<file path="src/rtl/i2s_mix_scheduler_if.sv">
// Handshake and sample bus between the voice bank / i2s_tx side and the
// frame mixer. The mixer connects through the slave modport.
interface i2s_mix_scheduler_if #(
    parameter int NUM_VOICES = 4,
    parameter int VOICE_W    = 24
);
    logic                          enable;
    logic                          tx_ready;
    logic [NUM_VOICES-1:0]         voice_valid;
    logic [NUM_VOICES*VOICE_W-1:0] voice_left;
    logic [NUM_VOICES*VOICE_W-1:0] voice_right;
    logic [NUM_VOICES-1:0]         voice_ack;
    logic [63:0]                   sample;
    logic                          sample_ready;
    logic                          busy;
    logic [15:0]                   underrun_cnt;
    logic                          overrun;

    modport master (
        output enable, tx_ready, voice_valid, voice_left, voice_right,
        input  voice_ack, sample, sample_ready, busy, underrun_cnt, overrun
    );

    modport slave (
        input  enable, tx_ready, voice_valid, voice_left, voice_right,
        output voice_ack, sample, sample_ready, busy, underrun_cnt, overrun
    );
endinterface

</file>
<file path="src/rtl/i2s_mix_scheduler.sv">
// Frame scheduler/mixer for i2s_tx: on each tx_ready pulse it polls the
// voices round-robin, sums their signed samples, saturates, and presents a
// left-justified {left,right} word well before the next frame load.
module i2s_mix_scheduler #(
    parameter int NUM_VOICES = 4,
    parameter int VOICE_W    = 24
) (
    input logic                sclk,
    input logic                aclr,
    i2s_mix_scheduler_if.slave bus
);
    localparam int ACC_W = VOICE_W + 4;
    localparam int IDX_W = (NUM_VOICES > 1) ? $clog2(NUM_VOICES) : 1;
    localparam logic [IDX_W-1:0] LAST_IDX = IDX_W'(NUM_VOICES - 1);
    localparam logic signed [ACC_W-1:0] SAT_MAX = {5'b00000, {(VOICE_W-1){1'b1}}};
    localparam logic signed [ACC_W-1:0] SAT_MIN = {5'b11111, {(VOICE_W-1){1'b0}}};

    typedef enum logic [1:0] {
        IDLE,
        COLLECT,
        SAT,
        PRESENT
    } state_t;

    state_t                  state;
    state_t                  state_nx;
    logic [IDX_W-1:0]        idx;
    logic signed [ACC_W-1:0] acc_l;
    logic signed [ACC_W-1:0] acc_r;
    logic [31:0]             res_l;
    logic [31:0]             res_r;
    logic [63:0]             sample_q;
    logic                    sample_ready_q;
    logic                    busy_q;
    logic                    overrun_q;
    logic [15:0]             underrun_q;
    logic [NUM_VOICES-1:0]   ack;
    logic [VOICE_W-1:0]      cur_l;
    logic [VOICE_W-1:0]      cur_r;
    logic                    cur_valid;

    assign cur_l     = bus.voice_left[int'(idx)*VOICE_W +: VOICE_W];
    assign cur_r     = bus.voice_right[int'(idx)*VOICE_W +: VOICE_W];
    assign cur_valid = bus.voice_valid[idx];

    assign bus.voice_ack    = ack;
    assign bus.sample       = sample_q;
    assign bus.sample_ready = sample_ready_q;
    assign bus.busy         = busy_q;
    assign bus.underrun_cnt = underrun_q;
    assign bus.overrun      = overrun_q;

    // Clamp to the signed VOICE_W range, then left-justify into 32 bits.
    function automatic logic [31:0] clamp_justify(input logic signed [ACC_W-1:0] a);
        logic signed [VOICE_W-1:0] s;
        if (a > SAT_MAX)
            s = SAT_MAX[VOICE_W-1:0];
        else if (a < SAT_MIN)
            s = SAT_MIN[VOICE_W-1:0];
        else
            s = a[VOICE_W-1:0];
        return 32'(s) << (32 - VOICE_W);
    endfunction

    // State register.
    always_ff @(posedge sclk) begin
        if (aclr)
            state <= IDLE;
        else
            state <= state_nx;
    end

    // Next-state and voice ack decode; ack is suppressed during reset so an
    // aborted mix never consumes a voice sample.
    always_comb begin
        state_nx = state;
        ack      = '0;
        case (state)
            IDLE: begin
                if (bus.tx_ready && bus.enable)
                    state_nx = COLLECT;
            end
            COLLECT: begin
                if (cur_valid && !aclr)
                    ack[idx] = 1'b1;
                if (idx == LAST_IDX)
                    state_nx = SAT;
            end
            SAT:     state_nx = PRESENT;
            PRESENT: state_nx = IDLE;
            default: state_nx = IDLE;
        endcase
    end

    // Mixing datapath, status flags and presented sample.
    always_ff @(posedge sclk) begin
        if (aclr) begin
            idx            <= '0;
            acc_l          <= '0;
            acc_r          <= '0;
            res_l          <= '0;
            res_r          <= '0;
            sample_q       <= '0;
            sample_ready_q <= 1'b0;
            busy_q         <= 1'b0;
            overrun_q      <= 1'b0;
            underrun_q     <= '0;
        end else begin
            if (bus.tx_ready && busy_q)
                overrun_q <= 1'b1;
            case (state)
                IDLE: begin
                    if (bus.tx_ready) begin
                        if (bus.enable) begin
                            acc_l          <= '0;
                            acc_r          <= '0;
                            idx            <= '0;
                            busy_q         <= 1'b1;
                            sample_ready_q <= 1'b0;
                        end else begin
                            sample_q       <= '0;
                            sample_ready_q <= 1'b1;
                        end
                    end
                end
                COLLECT: begin
                    if (cur_valid) begin
                        acc_l <= acc_l + $signed({{4{cur_l[VOICE_W-1]}}, cur_l});
                        acc_r <= acc_r + $signed({{4{cur_r[VOICE_W-1]}}, cur_r});
                    end else if (underrun_q != 16'hFFFF) begin
                        underrun_q <= underrun_q + 16'd1;
                    end
                    idx <= idx + 1'b1;
                end
                SAT: begin
                    res_l <= clamp_justify(acc_l);
                    res_r <= clamp_justify(acc_r);
                end
                PRESENT: begin
                    sample_q       <= {res_l, res_r};
                    sample_ready_q <= 1'b1;
                    busy_q         <= 1'b0;
                end
                default: ;
            endcase
        end
    end
endmodule

</file>
<file path="src/flat_wrapper.sv">
// flat-port wrapper written by rule: the top's interface ports become plain ports
module i2s_mix_scheduler_flat 
#(
    parameter int NUM_VOICES = 4,
    parameter int VOICE_W    = 24
)
  (sclk, aclr, bus_enable, bus_tx_ready, bus_voice_valid, bus_voice_left, bus_voice_right, bus_voice_ack, bus_sample, bus_sample_ready, bus_busy, bus_underrun_cnt, bus_overrun);
  i2s_mix_scheduler_if #(.NUM_VOICES(NUM_VOICES), .VOICE_W(VOICE_W)) bus_i ();
  input logic sclk;
  input logic aclr;
  input wire logic [$bits(bus_i.enable)-1:0] bus_enable;
  input wire logic [$bits(bus_i.tx_ready)-1:0] bus_tx_ready;
  input wire logic [$bits(bus_i.voice_valid)-1:0] bus_voice_valid;
  input wire logic [$bits(bus_i.voice_left)-1:0] bus_voice_left;
  input wire logic [$bits(bus_i.voice_right)-1:0] bus_voice_right;
  output wire logic [$bits(bus_i.voice_ack)-1:0] bus_voice_ack;
  output wire logic [$bits(bus_i.sample)-1:0] bus_sample;
  output wire logic [$bits(bus_i.sample_ready)-1:0] bus_sample_ready;
  output wire logic [$bits(bus_i.busy)-1:0] bus_busy;
  output wire logic [$bits(bus_i.underrun_cnt)-1:0] bus_underrun_cnt;
  output wire logic [$bits(bus_i.overrun)-1:0] bus_overrun;
  assign bus_i.enable = bus_enable;
  assign bus_i.tx_ready = bus_tx_ready;
  assign bus_i.voice_valid = bus_voice_valid;
  assign bus_i.voice_left = bus_voice_left;
  assign bus_i.voice_right = bus_voice_right;
  assign bus_voice_ack = bus_i.voice_ack;
  assign bus_sample = bus_i.sample;
  assign bus_sample_ready = bus_i.sample_ready;
  assign bus_busy = bus_i.busy;
  assign bus_underrun_cnt = bus_i.underrun_cnt;
  assign bus_overrun = bus_i.overrun;
  i2s_mix_scheduler #(.NUM_VOICES(NUM_VOICES), .VOICE_W(VOICE_W)) u_core (.sclk(sclk), .aclr(aclr), .bus(bus_i));
endmodule
</file>
<file path="config.mk">
export PLATFORM = sky130hd
export DESIGN_NAME = i2s_mix_scheduler_flat
export DESIGN_NICKNAME = d
export VERILOG_FILES = /design/src/rtl/i2s_mix_scheduler_if.sv /design/src/rtl/i2s_mix_scheduler.sv /design/src/flat_wrapper.sv
export SDC_FILE = /design/constraint.sdc
export NUM_CORES = 1
export LEC_CHECK = 0
export BUFFER_PORTS_ARGS = -buffer_cell sky130_fd_sc_hd__buf_2
export CORE_ASPECT_RATIO = 0.8
export CORE_UTILIZATION = 58
export DETAILED_ROUTE_END_ITERATION = 6
export PLACE_DENSITY = 0.93
export SLEW_MARGIN = 15
export SYNTH_ARGS = -nofsm -noshare
export SYNTH_HDL_FRONTEND = slang
export SYNTH_SLANG_ARGS = --single-unit
</file>
<file path="constraint.sdc">
create_clock -name sclk -period 5.9 [get_ports sclk]
set_input_delay 0.885 -clock sclk [delete_from_list [all_inputs] [get_ports sclk]]
set_output_delay 0.885 -clock sclk [all_outputs]
set_load 0.01 [all_outputs]
</file>
**Yosys cells after proc, flatten, opt, wreduce, memory -nomap -nowiden**

Index checks and enable logic that the tools add are counted.

- $add $sub $neg: 4
- Reductions and logical operators: 15
- Bitwise operators: 1
- Eq/ne operators: 11
- Multiplexer cells: 31
- $mul: 1
- Shift operators: 2
- Order comparisons: 6

Operator list:

| cell | count |
|---|---|
| 96-bit by 8-bit indexed part select with 24-bit output | 2 |
| 64-bit 2-to-1 mux | 2 |
| 64-bit one-hot mux with 2 select lines | 1 |
| 28-bit 2-to-1 mux | 4 |
| 28-bit one-hot mux with 2 select lines | 2 |
| 24-bit 2-to-1 mux | 4 |
| 28-bit by 24-bit adder with 28-bit output | 2 |
| 28-bit by 24-bit greater-than comparator with 1-bit output (second input constant) | 2 |
| 28-bit by 24-bit < comparator with 1-bit output (second input constant) | 2 |
| 16-bit by 1-bit adder with 16-bit output (second input constant) | 1 |
| 16-bit inequality test (second input constant) | 1 |
| 3-bit AND reduction | 4 |
| 2-bit 2-to-1 mux | 4 |
| 4-bit 2-to-1 mux | 2 |
| 2-bit one-hot mux with 4 select lines | 1 |
| 2-bit == test (second input constant) | 3 |
| 1-bit 2-to-1 mux | 6 |
| 2-bit by 1-bit inequality test with 1-bit output (second input constant) | 3 |
| 2-bit inequality test (second input constant) | 3 |
| 1-bit logical AND | 4 |
| 2-bit by 2-bit multiplier with 4-bit output (second input constant) | 1 |
| 1-bit one-hot mux with 2 select lines | 2 |
| 2-bit one-hot mux with 2 select lines | 1 |
| 2-bit AND reduction | 2 |
| other kinds (11) | 12 |

- Logic and storage cells: 82
- Register bits: 191
- Input bits: 200
- Output and inout bits: 87

**Logic depth before layout (Yosys ltp)**

- Word-level depth: 6
- Mapped depth: 15
- Mapped depth without buffers: 12

**Least setup slack after synthesis**

Ideal clock, no wire load.

- Kind: register to register
- Start: register u_core.idx[0]
- End: register u_core.acc_r[20]
- Data arrival time: 3.959 ns
- Required time: 5.772 ns
- Setup slack: 1.813 ns
- Stages on the path, launching flop included: 16
- Cell sequence: dfxtp_1 buf_6 buf_2 buf_1 mux4_2 ha_1 buf_6 a21o_1 a21o_1 a211o_1 a311oi_1 o21bai_1 a31o_2 a31oi_1 xor2_1 o21ai_0

- Longest elaborated chain between the ends: 5
- Elaborated cells on any way between the ends: 9

RTL lines:

| what | line | RTL |
|---|---|---|
| from (decl) | i2s_mix_scheduler.sv:27 | `logic [IDX_W-1:0] idx;` |
| from (signal assigned) | i2s_mix_scheduler.sv:133 | `idx <= idx + 1'b1;` |
| 2-bit by 2-bit multiplier with 4-bit output | i2s_mix_scheduler.sv:43 | `assign cur_r = bus.voice_right[int'(idx)*VOICE_W +: VOICE_W];` |
| 96-bit by 8-bit indexed part select with 24-bit output | i2s_mix_scheduler.sv:43 |  |
| 28-bit by 24-bit adder with 28-bit output | i2s_mix_scheduler.sv:129 | `acc_r <= acc_r + $signed({{4{cur_r[VOICE_W-1]}}, cur_r});` |
| 28-bit 2-to-1 mux | i2s_mix_scheduler.sv:127 | `if (cur_valid) begin` |
| 28-bit one-hot mux with 2 select lines | i2s_mix_scheduler.sv:111 | `case (state)` |
| to (signal assigned) | i2s_mix_scheduler.sv:129 |  |
| to (decl) | i2s_mix_scheduler.sv:29 | `logic signed [ACC_W-1:0] acc_r;` |

Parallel ways exist; a longest one is shown, timed or not. The select of a mux whose other input is x is not followed.
A chain may end at the register's enable or synchronous reset.

**Final worst setup path**

- Start: register u_core.idx[0]
- End: register u_core.acc_l[26]

- Longest elaborated chain between the ends: 5
- Elaborated cells on any way between the ends: 9

RTL lines:

| what | line | RTL |
|---|---|---|
| 2-bit by 2-bit multiplier with 4-bit output | i2s_mix_scheduler.sv:42 | `assign cur_l = bus.voice_left[int'(idx)*VOICE_W +: VOICE_W];` |
| 96-bit by 8-bit indexed part select with 24-bit output | i2s_mix_scheduler.sv:42 |  |
| 28-bit by 24-bit adder with 28-bit output | i2s_mix_scheduler.sv:128 | `acc_l <= acc_l + $signed({{4{cur_l[VOICE_W-1]}}, cur_l});` |
| 28-bit 2-to-1 mux | i2s_mix_scheduler.sv:127 |  |
| 28-bit one-hot mux with 2 select lines | i2s_mix_scheduler.sv:111 |  |
| to (signal assigned) | i2s_mix_scheduler.sv:128 |  |
| to (decl) | i2s_mix_scheduler.sv:28 | `logic signed [ACC_W-1:0] acc_l;` |

Parallel ways exist; a longest one is shown, timed or not. The select of a mux whose other input is x is not followed.

==> results list <==
* Total power consumption of the routed design: 3.90 mW
* Post-route ant nets: 0
- At the pin with the least slew margin, the transition time is 1150 ps.
* Fin crit share: 71.7%
- Floorplan row count: 43
- Routed signal wires occupy layers up through met4.
- Measured in cells, the most critical reg-to-reg path has a length of 12.
* Horiz. Die Dim: 152 µm
* Type of destination of the critical path: register
* Final setup violation count: 0
- Later-pin clock latency in the skew report: 440 ps
- Detail Placement HPWL: 22,000 µm
- Cell area reported after detailed placement: 11,800 µm²
- Number of inserted diodes: 0
- DR WL/cell: 17.8 µm
- Vias in the first global route: 9,248
- Data arrives at the worst endpoint at 4540 ps.
* Post-synth cell types: 62
* DRC violation count after routing: 0
- After clock tree synthesis, the repair step resized 0 gates.
* Area added between synthesis and finish: 18.6%
- The path with the worst hold slack has its endpoint at u_core.bus.sample[40].
* Total length of routed wires: 29,700 µm
- Leakage power: 5.46 nW
* Master of the slowest instance on the critical path: sky130_fd_sc_hd__dfxtp_4
- The first detailed-routing pass took 6 iterations.
- CP peak stage delay: 820 ps
* Global Route Usage Sum: 32.2%
* Metal-1 WL: 12,900 µm
- In this run the most critical hold path is launched from u_core.bus.sample[40].
- In this run the critical register-to-register path is captured at u_core.acc_l[26].
- The worst hold path passes through 2 cells.
- Crit path max fanout: 40
* Number of cells produced by synthesis: 1,213
* Hold Path Class: register to register
- Worst rel slew slack: 23.6%
- In the final layout, the share of cells above drive strength 1 is 26.0%.
- Yosys instantiated no cell more often than sky130_fd_sc_hd__dfxtp_1.
* Total Die Area: 18,500 µm²
- In this run, synthesis inferred 0 flip-flops with an integrated enable.
* Final GP Congestion: 0.957
- Once layout is done, the placed cells without fillers occupy 12,300 µm².
- Cells traversed along the worst timing path: mux4_2 > ha_1 > fa_1 > a21o_1 > a21oi_1 > o211ai_1 > and4b_1 > o21ai_0 > nand3b_1 > a21oi_1 > o21ai_0 > a211o_1
- Detailed routing inserted a total of 10,045 vias.
- Seq/Total Area, Yosys: 33.7%
- Post-CTS timing repair inserted 0 buffers for setup.
- The tree is rooted in a sky130_fd_sc_hd__clkbuf_16.
* Required time of the worst setup path: 6210 ps
* Maximum capacitance violations: 0
- For this run, the top clock speed supported by timing is 236 MHz.
- For this configuration, the core starts out at a cell density of 59.7%.
- The initial antenna violation count was 0.
- The first global-routing pass estimated 46,300 µm of wire.
- Counting I/O delays and the setup requirement, the final critical path takes 4230 ps.
* Mean instance size in the synthesized netlist: 8.58 µm²
- The startpoint identified for the worst register-to-register timing path is u_core.idx[0].
- Entering global routing, the biggest net connects 98 pins.
* Congestion Overflow GR: 0
- Summing every instance area after synthesis gives 10,400 µm².
- For this run, asynchronously set or reset flops after synthesis account for 0%.
- In this run the tool buffered the top-level ports with 270 buffer cells.
- Clock buffer depth: 2
- Setup repair after global routing left no endpoint under its margin.
- Metal3 WL: 2970 µm
* Largest cells by area after synthesis: sky130_fd_sc_hd__dfxtp_1 (34%), sky130_fd_sc_hd__mux4_2 (11%), sky130_fd_sc_hd__ha_1 (7.6%)
- Synth warn: 0
* Most frequent cells after synthesis: sky130_fd_sc_hd__dfxtp_1 (175), sky130_fd_sc_hd__a21oi_1 (154), sky130_fd_sc_hd__nand2_1 (122)
- Clock tree synthesis inserted a total of 17 buffers.
- The tightest hold path in the finished design has a slack of 451 ps.
- Final setup skew: 11.3 ps
* Power per cell area: 316 nW/µm²
* DR WL met2: 13,400 µm
- Startpoint Class: register
- Kind of critical path: register to register
- DRC violation total after the first TritonRoute iteration: 1,048
* Register-to-register path setup slack: 1670 ps
* Largest vdd supply drop: 178 µV
- TritonCTS built the clock tree.
- Die height: 122 µm
* TNS Setup: 0 ps
- Counting flops and latches in the post-synthesis netlist gives 175.
* Number of buffers inserted for hold repair after clock tree synthesis: 0
* IO Pins: 287
* H-tree depth reported by CTS: 4
- Ratio of routed vias to standard cells: 6.02
- Nets: 1,696
- The clock net in this run drives a total of 175 sinks.
* Yosys top cell by area: sky130_fd_sc_hd__dfxtp_1
- The number of hold violations in the final report was 0.
- After synthesis, the largest area contributor takes up 33.7% of total cell area.
* Count of pins over their slew limit: 0
- Dominant register cell in the synthesized netlist: sky130_fd_sc_hd__dfxtp_1
- Core area: 17,400 µm²
- Outcome: complete, no violations
- Clock-pin slew of the registers on the worst-case setup and hold paths: 70 ps
logic make-up (layout without fill, tap and decap cells):
group / count (synthesis) / in the layout / synth area share (%)
compound gates: 331 / 331 / 19.0
xor+xnor: 57 / 57 / 4.80
fa+ha+maj: 65 / 65 / 7.96
buf+inv: 111 / 327 / 4.75
flops: 175 / 175 / 33.7
mux: 55 / 55 / 11.2
other cells: 1 / 16 / 0.0360
simple gates: 418 / 418 / 18.6
cell type report:
class | count | area [µm²]
clock buffer | 19 | 443
clock inverter | 13 | 131
fill | 1402 | 5090
inverter | 15 | 56.3
multi-input combinational | 942 | 6490
sequential | 175 | 3510
tap | 225 | 282
timing repair buffer | 280 | 1430
flip-flops by register name, indices dropped and copies added, names as in the netlist:
name,cells
u_core.bus.busy,1
u_core.bus.underrun_cnt,16
u_core.res_l,24
u_core.acc_l,28
u_core.bus.overrun,1
u_core.state,2
u_core.bus.sample,48
u_core.acc_r,28
u_core.idx,2
u_core.res_r,24
u_core.bus.sample_ready,1
power by group:
group,internal [mW],switching [mW]
Clock,0.567,0.519
Sequential,1.31,0.146
Combinational,0.559,0.797
Total,2.44,1.46
how the worst max path moves through the flow:
| stage | start | end | slack, ps | depth (start not counted) |
|---|---|---|---|---|
| floorplan | u_core.idx[0] | u_core.acc_r[20] | 1810 | 15 |
| detailed placement | u_core.idx[0] | u_core.acc_r[26] | 1790 | 12 |
| global placement | u_core.idx[0] | u_core.acc_r[20] | 1840 | 12 |
| global route | u_core.idx[0] | u_core.acc_l[26] | 1340 | 12 |
| CTS | u_core.idx[0] | u_core.acc_l[26] | 1690 | 12 |
| finish | u_core.idx[0] | u_core.acc_l[26] | 1670 | 12 |
through the flow:
step	utilization, %	setup WS, ps	std cells
global placement	67.5	1840	1637
finish	70.8	1670	1669
global route	70.8	1340	1669
detailed placement	67.5	1790	1637
CTS	70.8	1690	1669
floorplan	-	1810	1228
routing by layer:
| layer | up-vias | GRT usage (%) |
|---|---|---|
| met5 | - | 0 |
| met4 | 0 | 8.35 |
| met3 | 49 | 7.08 |
| met2 | 482 | 49.3 |
| met1 | 4721 | 45.8 |
| li1 | 4793 | - |
worst max-delay path: cells and delay by family, from the launching register on:
family / cells / cell delay [ps]
AO/OA/AOI/OAI: 7 / 1650
flip-flops: 1 / 820
adder cells (fa/ha/maj): 2 / 650
multiplexers: 1 / 590
AND/OR/NAND/NOR: 2 / 380
layout by cell type, fill, tap and decap left out, types with 7 or more instances in the layout:
master	netlist	final
sky130_fd_sc_hd__clkbuf_16	0	17
sky130_fd_sc_hd__nor2b_1	11	11
sky130_fd_sc_hd__and2_1	7	7
sky130_fd_sc_hd__and3_1	8	8
sky130_fd_sc_hd__nand2_1	122	122
sky130_fd_sc_hd__nand3_1	60	60
sky130_fd_sc_hd__xor2_1	37	37
sky130_fd_sc_hd__buf_4	16	11
sky130_fd_sc_hd__a21oi_1	154	153
sky130_fd_sc_hd__inv_1	15	15
sky130_fd_sc_hd__ha_1	63	63
sky130_fd_sc_hd__nor2_1	112	112
sky130_fd_sc_hd__dfxtp_1	175	173
sky130_fd_sc_hd__xnor2_1	20	20
sky130_fd_sc_hd__a21o_1	35	35
sky130_fd_sc_hd__nand4_1	12	12
sky130_fd_sc_hd__mux4_2	49	49
sky130_fd_sc_hd__or3_1	7	7
sky130_fd_sc_hd__nor3_1	56	56
sky130_fd_sc_hd__conb_1	1	16
sky130_fd_sc_hd__buf_2	2	269
sky130_fd_sc_hd__a22oi_1	23	23
sky130_fd_sc_hd__o21ai_0	61	61
No activity file was read; power rests on OpenSTA's default activity.
